File: config.mk
export PLATFORM = sky130hd
export DESIGN_NAME = arbiter_out_fifo
export DESIGN_NICKNAME = d
export VERILOG_FILES = /design/src/rtl/arbiter_out_fifo.sv
export SDC_FILE = /design/constraint.sdc
export NUM_CORES = 1
export LEC_CHECK = 0
export BUFFER_PORTS_ARGS = -buffer_cell sky130_fd_sc_hd__buf_2
export CAP_MARGIN = 20
export CORE_AREA = 4 4 117 119
export DETAILED_ROUTE_END_ITERATION = 10
export DIE_AREA = 0 0 121 123
export GPL_TIMING_DRIVEN = 0
export PLACE_DENSITY_LB_ADDON = 0.12
export SETUP_SLACK_MARGIN = 0.05
export SKIP_CTS_REPAIR_TIMING = 1
export SLEW_MARGIN = 10
export SYNTH_ARGS = -nofsm -noshare
export SYNTH_HDL_FRONTEND = slang
export SYNTH_SLANG_ARGS = --single-unit
File: constraint.sdc
create_clock -name clk -period 2.5 [get_ports clk]
set_input_delay 0.125 -clock clk [delete_from_list [all_inputs] [get_ports clk]]
set_output_delay 0.125 -clock clk [all_outputs]
set_load 0.01 [all_outputs]
File: src/rtl/arbiter_out_fifo.sv
// arbiter_out_fifo: registered-ready valid/ready FIFO placed after the round-robin arbiter.
// Optional empty-FIFO fall-through path is enabled by defining ARB_FIFO_BYPASS_EN.
module arbiter_out_fifo #(
  parameter int DWIDTH = 16,
  parameter int DEPTH = 4,
  parameter int AFULL_LVL = DEPTH - 1
) (
  input  logic                         clk,
  input  logic                         reset,
  input  logic                         in_valid,
  input  logic [DWIDTH-1:0]            in_data,
  output logic                         in_ready,
  output logic                         out_valid,
  output logic [DWIDTH-1:0]            out_data,
  input  logic                         out_ready,
  output logic [$clog2(DEPTH+1)-1:0]   count,
  output logic                         almost_full
);
  localparam int AW = $clog2(DEPTH);
  localparam int CW = $clog2(DEPTH + 1);
  logic [DWIDTH-1:0] mem [DEPTH];
  logic [AW:0] wr_ptr, rd_ptr;
  logic init_done, empty, full, push, pop;
  assign empty = wr_ptr == rd_ptr;
  assign full = wr_ptr[AW-1:0] == rd_ptr[AW-1:0] && wr_ptr[AW] != rd_ptr[AW];
  assign in_ready = !full && init_done;
  assign almost_full = count >= CW'(AFULL_LVL);
  assign pop = !empty && out_ready;
`ifdef ARB_FIFO_BYPASS_EN
  logic byp;
  assign byp = empty && in_valid && init_done;
  assign out_valid = !empty || byp;
  assign out_data = !empty ? mem[rd_ptr[AW-1:0]] : byp ? in_data : '0;
  // a word consumed on the fall-through path never touches storage
  assign push = in_valid && in_ready && !(byp && out_ready);
`else
  assign out_valid = !empty;
  assign out_data = out_valid ? mem[rd_ptr[AW-1:0]] : '0;
  assign push = in_valid && in_ready;
`endif
  always_ff @(posedge clk or negedge reset) begin
    if (!reset) begin
      wr_ptr <= '0;
      rd_ptr <= '0;
      count <= '0;
      init_done <= 1'b0;
    end else begin
      init_done <= 1'b1;
      if (push) wr_ptr <= wr_ptr + (AW+1)'(1);
      if (pop) rd_ptr <= rd_ptr + (AW+1)'(1);
      count <= push && !pop ? count + CW'(1) : pop && !push ? count - CW'(1) : count;
    end
  end
  always_ff @(posedge clk) begin
    if (push) mem[wr_ptr[AW-1:0]] <= in_data;
  end
endmodule

==> results by group <==
Route
  • DRC: 0
  • Routed WL per cell: 15.50 um
  • Iter 0 DRT Violations: 51
  • WL final: 5936 um
  • Via-per-instance ratio: 3.911
  • Routed Antenna Nets: 0
  • Initial DRT Pass Iterations: 4
  • Vias post-DR: 1498

Timing
  • # setup viols final: 0
  • Min Tclk post-route: 2330 ps
  • Setup ws final: 169.8 ps
  • Final hold viol count: 0
  • Final worst-path cycle share: 93.21%
  • Setup TNS: 0 ps
  • Fmax: 0.4291 GHz
  • RSZ-0062 raised after global routing: yes
  • Slew HR: 36.69%
  • Max Transition Viols Final: 0
  • Least-Margin Pin Slew: 949.6 ps
  • Skew final: 5.263 ps

Floorplanning
  • Chip width: 121 um
  • Starting density of the core: 24.72%
  • Core Box Area: 12570 um^2
  • I/O pin cnt: 42
  • # rows: 41
  • Area of the die: 14880 um^2
  • Die height: 123 um

Clock network
  • Clk_lat worst skew: 330 ps
  • Htree depth: 3
  • CTS tree: built
  • CTS buffer count: 9
  • Worst-path clk slew: 60 ps
  • Root buf cell: clkbuf_16
  • Sinks on Clock Net: 74
  • CTS max path bufs: 2

Job
  • Max-cap violations: 0

Setup path
  • Arrival time at the worst endpoint: 2580 ps
  • Setup crit start kind: register
  • Crit. End Element: register
  • Kind of critical path: reg2reg
  • Crit path required time: 2750 ps
  • CP max FO: 9
  • R2r setup slk: 170 ps

Synthesis
  • Yosys Warn Count: 0
  • Asr flop ratio synth: 13.51%
  • Sequential area share after synthesis: 69.92%
  • Syn_area_per_cell: 20.31 um^2
  • Area leader, netlist: edfxtp_1
  • Most common cell in the netlist: edfxtp_1
  • Main synth FF type: edfxtp_1
  • Synth cell count leaders: 64 x edfxtp_1, 16 x nor2b_1, 12 x mux4_2, 10 x dfrtp_1, 6 x ha_1
  • Ranking of synthesized cells by area: edfxtp_1 62%, mux4_2 8.7%, dfrtp_1 8.1%
  • Synth unique cells: 35
  • Top cell type's share of synthesized area: 61.86%
  • Post-Syn Nets: 180
  • Post-Synthesis Cell Area: 3107 um^2
  • Flop and latch count out of synthesis: 74
  • Post-synth EDFFs: 64
  • Post-synthesis cell count: 153

Pwr
  • Peak supply drop: 0.0003556 V
  • Power per cell area: 1252 nW/um^2
  • Flop pwr share: 35.1%
  • Cell Int Power: 3.186 mW
  • Clk network pwr share: 26.5%
  • Switching share of total power: 34.03%
  • Leakage: 1.371 nW
  • Comb power frac: 38.4%
  • Net Sw Power: 1.644 mW

Placed design
  • Placer's final routability congestion estimate: 0.6721
  • Placed Cells: 366
  • Dpl hpwl: 3795 um
  • PortBufs: 41
  • Pre-CTS setup slack: 34.82 ps

Global routing
  • Vias in the first global route: 1622
  • Largest net degree at the start of global routing: 17
  • All-Layer GR Usage: 8.774%
  • Initial antenna violation count: 0
  • Grt ovf: 0
  • First-pass GRT wire length: 9259 um

Cells and area
  • Final Instance Count excl. Fillers: 383
  • Fill cell count: 1230
  • Final core occ: 30.70%
  • Total Nets Final: 233
  • Area growth, synth to finish: 24.20%
  • Diode count: 0
  • Layout cell share with drive strength beyond 1: 38.86%

Worst hold path
  • Worst hold-check path type: in2reg

Outcome
  • Status: finished clean
critical path, stage by stage, from the launching register on:
cell and delay, ps:
dfrtp_1 390, buf_6 160, xor2_4 220, o31ai_4 380, ha_1 250, inv_1 60, fa_1 370, xor2_1 150
nor2_1 120, xor2_1 150
sequential cells by signal (all words and copies together) (netlist names):
register	cells
mem	64
rd_ptr	3
count	3
init_done	1
wr_ptr	3
layout by cell type (no fill, tap or decap), types with 3 or more instances in the layout:
cell type  instances
and2_1             3
buf_2             42
clkbuf_16          9
dfrtp_1           10
edfxtp_1          64
ha_1               6
inv_1              3
mux4_1             4
mux4_2            12
nor2b_1           16
xnor2_1            5
per-layer routing:
| metal | vias to the layer above | share of wire, % | GRT usage, % |
|---|---|---|---|
| met5 | - | 0 | 0 |
| met4 | 0 | 1.7 | 4.462 |
| met3 | 8 | 3.8 | 2.470 |
| met2 | 27 | 53 | 15.01 |
| met1 | 757 | 42 | 10.09 |
| li1 | 706 | - | - |
per-stage QoR:
step | total power, mW | hold WS, ps | area, um^2
after floorplan | 2.963 | -170.6 | 3107
after global placement | 3.606 | 18.84 | 3527
after detailed placement | 3.620 | 20.27 | 3538
after CTS | 4.925 | -335.5 | 3840
after global routing | 5.159 | 1.209 | 3859
final | 4.829 | 9.621 | 3859
logic make-up after synthesis:
group	synth area share (%)
and+or+nand+nor	5.115
muxes	13.29
adders and majority gates	3.061
DFF	69.92
other	0.1207
xor gates and xnor gates	4.269
buffers and inverters	1.731
AOI/OAI and AO/OA	2.497
path summary, 6_finish.rpt:
| kind | cells after the start | from | endpoint |
|---|---|---|---|
| setup / recovery | 9 | rd_ptr[1] | count[2] |
| hold / removal | 1 | in_data[9] | mem[1][9] |
| setup reg to reg | 9 | rd_ptr[1] | count[2] |
| hold reg to reg | 1 | count[2] | count[2] |
| max in group asynchronous | 2 | reset | rd_ptr[2] |
| min in group asynchronous | 2 | reset | count[2] |
layout make-up:
class	instances	area [um^2]	area share, %
sequential	74	2172	56.29
multi-input combinational	70	900.9	23.35
clock buffer	9	225.2	5.837
timing repair buffer	42	215.2	5.577
tap	172	215.2	5.577
clock inverter	7	76.32	1.978
buffer	5	38.79	1.005
inverter	4	15.01	0.3891
power groups by stage:
stage | logic [mW] | registers [mW] | clock network (mW)
finish | 1.86 | 1.70 | 1.28
global route | 2.06 | 1.72 | 1.38
CTS | 1.90 | 1.70 | 1.32
detailed placement | 1.90 | 1.72 | 0
global placement | 1.88 | 1.72 | 0
floorplan | 1.26 | 1.70 | 0
(Power assumes the default switching activity.)
